### src/rtl/mips_pkg.sv
// Shared MIPS pipeline constants and the IF/ID register payload.
package mips_pkg;

  localparam logic [31:0] NOP_INSTR    = 32'h0000_0000;
  localparam logic [31:0] RESET_VECTOR = 32'h0000_0000;
  localparam int          WORD_BYTES   = 4;

  typedef struct packed {
    logic        valid;
    logic [31:0] instr;
    logic [31:0] pc_plus4;
  } if_id_t;

endpackage

### src/rtl/if_id_reg.sv
// Purpose: pipeline register for if_id_t with bubble insertion.
// Latency: 1 cycle from d to q.
// Backpressure: stall holds q; flush overrides stall and loads a bubble.
module if_id_reg
  import mips_pkg::*;
#(
  parameter logic [31:0] BUBBLE_INSTR = mips_pkg::NOP_INSTR
) (
  input  logic   clk,
  input  logic   rst,
  input  logic   stall,
  input  logic   flush,
  input  if_id_t d,
  output if_id_t q
);

  if_id_t bubble;

  always_comb begin
    bubble          = '0;
    bubble.valid    = 1'b0;
    bubble.instr    = BUBBLE_INSTR;
    bubble.pc_plus4 = 32'h0;
  end

  always_ff @(posedge clk) begin
    if (rst || flush) begin
      q <= bubble;
    end else if (!stall) begin
      q <= d;
    end
  end

endmodule

### src/rtl/fetch_stage.sv
// Purpose: IF stage; owns the PC, addresses the combinational ROM, fills IF/ID.
// Latency: 1 cycle PC to IF/ID; a redirect costs one bubble.
// Backpressure: stall holds PC and IF/ID; a redirect still moves the PC during stall.
module fetch_stage
  import mips_pkg::*;
#(
  parameter int          ADDR_WIDTH = 10,
  parameter logic [31:0] RESET_PC   = mips_pkg::RESET_VECTOR,
  parameter logic [31:0] NOP_INSTR  = mips_pkg::NOP_INSTR
) (
  input  logic                  clk,
  input  logic                  rst,
  output logic [ADDR_WIDTH-1:0] imem_addr,
  input  logic [31:0]           imem_rdata,
  input  logic                  stall,
  input  logic                  flush,
  input  logic                  redirect_valid,
  input  logic [31:0]           redirect_pc,
  output logic [31:0]           pc,
  output logic                  if_id_valid,
  output logic [31:0]           if_id_instr,
  output logic [31:0]           if_id_pc_plus4,
  output logic                  fetch_fault,
  output logic [31:0]           fetch_count
);

  logic [31:0] pc_plus4;
  logic        capture;
  logic        pc_beyond_rom;
  logic        redirect_misaligned;
  if_id_t      if_id_d;
  if_id_t      if_id_q;

  assign pc_plus4            = pc + WORD_BYTES;
  assign imem_addr           = pc[ADDR_WIDTH-1:0];
  // Any PC bit above the ROM window means the ROM is aliasing.
  assign pc_beyond_rom       = (pc >> ADDR_WIDTH) != 32'h0;
  assign redirect_misaligned = redirect_valid && (redirect_pc[1:0] != 2'b00);
  assign capture             = !flush && !redirect_valid && !stall;

  always_ff @(posedge clk) begin
    if (rst) begin
      pc <= RESET_PC;
    end else if (redirect_valid) begin
      pc <= {redirect_pc[31:2], 2'b00};
    end else if (!stall) begin
      pc <= pc_plus4;
    end
  end

  always_ff @(posedge clk) begin
    if (rst) begin
      fetch_fault <= 1'b0;
      fetch_count <= 32'h0;
    end else begin
      if (redirect_misaligned || (capture && pc_beyond_rom)) begin
        fetch_fault <= 1'b1;
      end
      if (capture) begin
        fetch_count <= fetch_count + 32'd1;
      end
    end
  end

  always_comb begin
    if_id_d          = '0;
    if_id_d.valid    = 1'b1;
    if_id_d.instr    = imem_rdata;
    if_id_d.pc_plus4 = pc_plus4;
  end

  if_id_reg #(
    .BUBBLE_INSTR (NOP_INSTR)
  ) u_if_id_reg (
    .clk   (clk),
    .rst   (rst),
    .stall (stall),
    .flush (flush || redirect_valid),
    .d     (if_id_d),
    .q     (if_id_q)
  );

  assign if_id_valid    = if_id_q.valid;
  assign if_id_instr    = if_id_q.instr;
  assign if_id_pc_plus4 = if_id_q.pc_plus4;

endmodule
### config.mk
export PLATFORM = sky130hd
export DESIGN_NAME = fetch_stage
export DESIGN_NICKNAME = d
export VERILOG_FILES = /design/src/rtl/mips_pkg.sv /design/src/rtl/if_id_reg.sv /design/src/rtl/fetch_stage.sv
export SDC_FILE = /design/constraint.sdc
export NUM_CORES = 1
export LEC_CHECK = 0
export ABC_AREA = 1
export CAP_MARGIN = 20
export CORE_MARGIN = 10
export CORE_UTILIZATION = 58
export DETAILED_ROUTE_END_ITERATION = 8
export DONT_BUFFER_PORTS = 1
export GPL_TIMING_DRIVEN = 0
export HOLD_SLACK_MARGIN = 0.03
export PLACE_DENSITY = 0.79
export SETUP_SLACK_MARGIN = 0.15
export SLEW_MARGIN = 20
export SYNTH_ARGS = -nofsm -noshare
export SYNTH_HDL_FRONTEND = slang
export SYNTH_HIERARCHICAL = 1
export SYNTH_SLANG_ARGS = --single-unit
### constraint.sdc
create_clock -name clk -period 1.6 [get_ports clk]
set_clock_uncertainty 0.05 [all_clocks]
set_input_delay 0.24 -clock clk [delete_from_list [all_inputs] [get_ports clk]]
set_output_delay 0.24 -clock clk [all_outputs]
set_load 0.1 [all_outputs]
==> out/results.tsv, run 1 <==
metric	value	unit
status	finished, violations left	
rows	39	
cp_cell_sequence	nand2_2, nor2_8, nand2_4, nor2_4, nand2_1, nand2_1, nand2_1, nor2_1, nor2_1	
crit_path_max_fanout	7	
hold_class	primary input to flip-flop	
required	1.87	ns
die_width	129	um
synthAdderAreaFrac	0.364	%
synth_top_family_by_area	simple AND/OR/NAND/NOR gates	
vias	7716	
maxCapViolCount	0	
worst_pin_slew	0.647	ns
worst_setup_path_start_kind	flip-flop	
synth_top_area_share	37.2	%
cts_tree	done	
ys.flop_type	dfxtp_1	
synth_largest_area_cell	dfxtp_1	
critical_path.max_stage_delay	0.63	ns
ys_ff_latch	128	
dpl.cell_count	1253	
power.leakage	4.50	nW
synth_xor_area_share	3.36	%
ys_seq_area_share	37.2	%
ir_drop	0.677	mV
ios	209	
cp-end-kind	flip-flop	
clk_pin_slew	0.06	ns
grt_pass1_wl	38.5	mm
nNetsFinal	1292	
slew_headroom	56.9	%
layout-drive-gt1-share	34.5	%
yosysMostFrequentCell	nand2_1	
numCtsBuffers	17	
p_per_area	906	mW/mm^2
synth_edf_count	0	
fillCellCount	616	
drtIter0Drc	952	
antenna_found_initial	1	
start_util	59.7	%
drc	0	
rsz0062_at_grt	yes	
worstSetupPathType	flip-flop to flip-flop	
yosys_warnings	6	
clock_tree.root_cell	clkbuf_16	
synthTopCellsByCount	359 x nand2_1, 230 x nor2_1, 153 x inv_1	
stdcell_count	1379	
final-max-slew-violation-count	0	
synth_compound_area_share	5.98	%
r2r_slack	-0.30	ns
wl	27.0	mm
setup_viol	80	
yosys.area_share.simple	40.5	%
die_area	0.0166	mm^2
finalCritPeriodShare	119	%
synth_cells	1105	
first_pass_iters	7	
dp_hpwl	16.3	mm
hold_viol	0	
ant_nets	0	
die_y	129	um
violations	setup timing	
core_area	0.0115	mm^2
area_growth	43.6	%
tns	-10.70	ns
htreeDepth	4	
holdWs	0.0399	ns
path_common_cell	nand2_1	
viasPerCell	5.60	
async_flop_share	0	%
synth_area_leaders	dfxtp_1 37%, nand2_1 20%, nor2_1 13%, inv_1 8.3%, a21oi_1 2.5%	
worstSkewPairLatency	0.43	ns
syn_area_per_cell	6.23	um^2
fin_ws	-0.296	ns
synthMuxAreaShare	0	%
ys_types	37	
critical_path_arrival	2.16	ns
min_period	1.90	ns
place_congestion	0.957	
overflow	0	
grt_pass1_vias	7260	
wire_per_inst	19.6	um
max_freq	527	MHz
syn_area	0.00688	mm^2
cts_buffer_depth	2	
grt_start_max_net_pins	17	
io_buffers	0	
cpMaxStageDelayCell	dfxtp_4	
cts_num_sinks	128	
track_usage	29.3	%
-- path summary, 6_finish.rpt --
check                                             startpoint                             end  cells past startpoint
worst max-delay path                      pc[4]$_SDFFE_PP0P_  u_if_id_reg/q[31]$_SDFFE_PP0N_                      9
worst min-delay path                         redirect_pc[20]             pc[20]$_SDFFE_PP0P_                      4
worst max register to register            pc[4]$_SDFFE_PP0P_  u_if_id_reg/q[31]$_SDFFE_PP0N_                      9
worst min register to register  fetch_count[19]$_SDFFE_PP0P_    fetch_count[19]$_SDFFE_PP0P_                      2
-- sequential cells by signal (all words and copies together) (netlist names) --
signal,flops
fetch_fault,1
pc,30
fetch_count,32
u_if_id_reg/q,65
-- cells by family after synthesis --
logic type      after synthesis
xor+xnor                     23
buf+inv                     204
fa+ha+maj                     2
flops                       128
compound gates               75
other cells                   2
simple gates                671
-- where the power goes --
group          switching, mW  internal (mW)
clock                   1.59           2.37
sequential             0.800           3.22
combinational          0.613          0.357
-- through the flow --
stage | instance area, um^2 | total power [mW] | setup WS, ns | utilization [%]
final | 9880 | 8.95 | -0.296 | 85.8
after global routing | 9870 | 9.19 | -0.342 | 85.7
after CTS | 9390 | 8.84 | -0.213 | 81.5
after detailed placement | 7460 | 4.77 | -0.257 | 64.8
after global placement | 7460 | 4.77 | -0.229 | 64.8
after floorplan | 7280 | 4.60 | -0.0295 | -
-- area by class of cell --
| type | count | area, um^2 | area share (%) |
|---|---|---|---|
| Multi-Input combinational cell | 778 | 4380 | 44.3 |
| Sequential cell | 128 | 2870 | 29.1 |
| Inverter | 155 | 587 | 5.94 |
| Timing Repair Buffer | 92 | 888 | 8.99 |
| Clock buffer | 21 | 526 | 5.32 |
| Buffer | 49 | 355 | 3.60 |
| Clock inverter | 11 | 86.3 | 0.874 |
| Antenna cell | 2 | 5.00 | 0.0507 |
| Tap cell | 143 | 179 | 1.81 |
-- cell usage in the layout (no fill, tap or decap), types with 3 or more instances in the layout --
cell           synthesis  final
a21oi_1               34     25
a21oi_2                1     10
a31oi_1                7      7
buf_12                 0      7
buf_2                 19     19
buf_4                 18     33
buf_6                  0     11
clkbuf_1              10      9
clkbuf_16              0     21
clkinv_4               0      4
conb_1                 2      7
dfxtp_2                0     68
dfxtp_4                0     60
dlygate4sd3_1          0     59
inv_1                153    142
inv_2                  2     11
inv_4                  0      4
inv_6                  0      3
nand2_1              359    299
nand2_2                2     30
nand2_4                3     35
nand3_1               32     18
nand3_2                1     11
nand3_4                0      4
nand4_1               13     13
nor2_1               230    186
nor2_2                11     22
nor2_4                 6     39
nor2_8                 3      3
o21ai_0               22     19
o21ai_1                3      4
xnor2_2                0      5
xor2_1                13      6
xor2_2                 4     10
-- what timing repair did --
action                                  CTS  global route
endpoints found under the setup margin  154           123
setup buffers                            15            18
pin swaps                                50            60
gates resized for setup                 208            90
hold buffers                             59             0
hold endpoints to repair                 60             0
-- layer usage --
metal / up-vias / track usage, % / routed length (um)
met5: - / 0 / 0
met4: 0 / 14.9 / 1140
met3: 112 / 11.4 / 3570
met2: 534 / 48.6 / 12800
met1: 3518 / 32.2 / 9420
li1: 3552 / - / -
-- worst max-delay path: cells and delay by family, from the launching register on --
kind	cells	cell delay, ns
simple gates	9	1.11
flops	1	0.63
Power figures use the tool's default switching activity.
==> run 2: changes to the inputs <==
- CORE_MARGIN: 10 -> default
- CORE_UTILIZATION: 58 -> 64
- PLACE_DENSITY: 0.79 -> 0.83
- clock period: 1.6 -> 1.9 ns (I/O delays scaled with it)
==> run 2 against run 1 <==
Effect of this change: count of clock-buffer cells in the layout is 6 higher; flip-flop and latch count unchanged; total power down 17%; the run still ends with setup timing left; combinational power is 9.6% lower; core utilization up 4.5 points.
==> out/results.tsv, run 2 (synthesis gave the netlist of run 1 again) <==
metric	value	unit
first_pass_iters	7	
rsz0062_at_grt	yes	
num_antenna_cells	0	
top_register	u_if_id_reg/q	
status	finished, violations left	
final-max-slew-violation-count	0	
cts_tree	done	
track_usage	39.7	%
area_growth	36.1	%
start_util	66.3	%
post-place-ws	-0.0934	ns
clk_pin_slew	0.06	ns
setup_viol	26	
p_per_area	797	mW/mm^2
cts_num_sinks	128	
critical_path_arrival	2.60	ns
grt_start_max_net_pins	17	
layout-drive-gt1-share	29.6	%
max_freq	444	MHz
violations	setup timing	
cts_buffer_depth	2	
hold_viol	0	
nNetsFinal	1282	
crit_path_max_fanout	5	
die_width	106	um
maxCapViolCount	0	
min_period	2.25	ns
design_area	0.00936	mm^2
worstSkewPairLatency	0.54	ns
core_area	0.0104	mm^2
drc	0	
worstSetupPathType	flip-flop to flip-flop	
finalCritPeriodShare	119	%
ios	209	
stdcell_count	1359	
critical_path.max_stage_delay	0.58	ns
layout_common_cells	315 x nand2_1, 195 x nor2_1, 149 x inv_1	
hold_class	primary input to flip-flop	
grt_pass1_vias	7215	
largest_reg_flops	65	
cp-end-kind	flip-flop	
whs_path_depth	4	
die_y	106	um
viasPerCell	6.04	
numCtsBuffers	17	
fillCellCount	476	
top_regs	u_if_id_reg/q: 65 flops, fetch_count: 32 flops, pc: 30 flops	
drtIter0Drc	1096	
cpMaxStageDelayCell	dfxtp_4	
dp_hpwl	14.0	mm
grt_pass1_wl	34.7	mm
fin_ws	-0.354	ns
ant_nets	0	
dpl.cell_count	1246	
ir_drop	0.736	mV
power.leakage	4.00	nW
place_congestion	0.966	
wl	27.6	mm
io_buffers	0	
final_common_cell	nand2_1	
slew_headroom	50.8	%
worst_setup_path_start_kind	flip-flop	
cp_cell_sequence	clkinvlp_4, nor2_8, nand2_4, nor2_4, nand3_1, nand2_2, nand2_1, a21oi_1	
htreeDepth	4	
wire_per_inst	20.3	um
rows	37	
dpl_cell_area	0.00721	mm^2
overflow	0	
die_area	0.0112	mm^2
clock_tree.root_cell	clkbuf_8	
antenna_found_initial	0	
required	2.24	ns
worst_pin_slew	0.738	ns
reg2reg_depth	8	
vias	8215	
## run 2: repair_timing
item / in CTS / in global routing
hold buffers: 63 / 0
buffers inserted: 8 / 11
setup endpoints to repair: 136 / 69
hold endpoints to repair: 64 / 0
pin swaps: 31 / 40
resized for setup: 150 / 122
## run 2: per-stage QoR
stage / power, mW / util, % / hold WS, ns / setup TNS, ns
after floorplan: 3.90 / - / 0.364 / 0
after global placement: 4.03 / 69.5 / 0.367 / -0.560
after detailed placement: 4.04 / 69.5 / 0.373 / -0.732
after CTS: 7.26 / 85.1 / 0.0446 / 0
after global routing: 7.62 / 90.3 / 0.0887 / -3.34
final: 7.46 / 90.3 / 0.0780 / -1.73
## run 2: critical path: cells and delay by family (launching register included)
family,cells,cell delay (ns)
simple gates,6,0.85
flops,1,0.58
compound gates,1,0.38
buf+inv,1,0.24
## run 2: layer usage
metal | track usage, % | vias up | share of wire (%)
met5 | 0 | - | 0
met4 | 19.2 | 0 | 7.9
met3 | 13.5 | 266 | 14
met2 | 69.0 | 743 | 46
met1 | 42.9 | 3688 | 33
li1 | - | 3518 | -
## run 2: path summary, 6_finish.rpt
path	startpoint	endpoint	slack [ns]
worst min-delay path	rst	u_if_id_reg/q[64]$_SDFFE_PP0N_	0.08
worst max-delay path	pc[2]$_SDFFE_PP0P_	pc[31]$_SDFFE_PP0P_	-0.35
worst max register to register	pc[2]$_SDFFE_PP0P_	pc[31]$_SDFFE_PP0P_	-0.35
worst min register to register	fetch_count[12]$_SDFFE_PP0P_	fetch_count[12]$_SDFFE_PP0P_	0.60
## run 2: final cells by class
type	count	area [um^2]	share of cell area [%]
multi-input cells	778	4040	43.2
flip-flops and latches	128	2860	30.6
repair buffers	82	781	8.34
inverters	155	588	6.28
clock buffers	27	533	5.69
plain buffers	49	339	3.62
well taps	136	170	1.82
clock inverters	4	45.0	0.481
## run 2: report_power, final
| group | internal (mW) | switching, mW |
|---|---|---|
| combinational | 0.307 | 0.569 |
| sequential | 2.72 | 0.672 |
| clock | 2.01 | 1.18 |
| total | 5.04 | 2.42 |
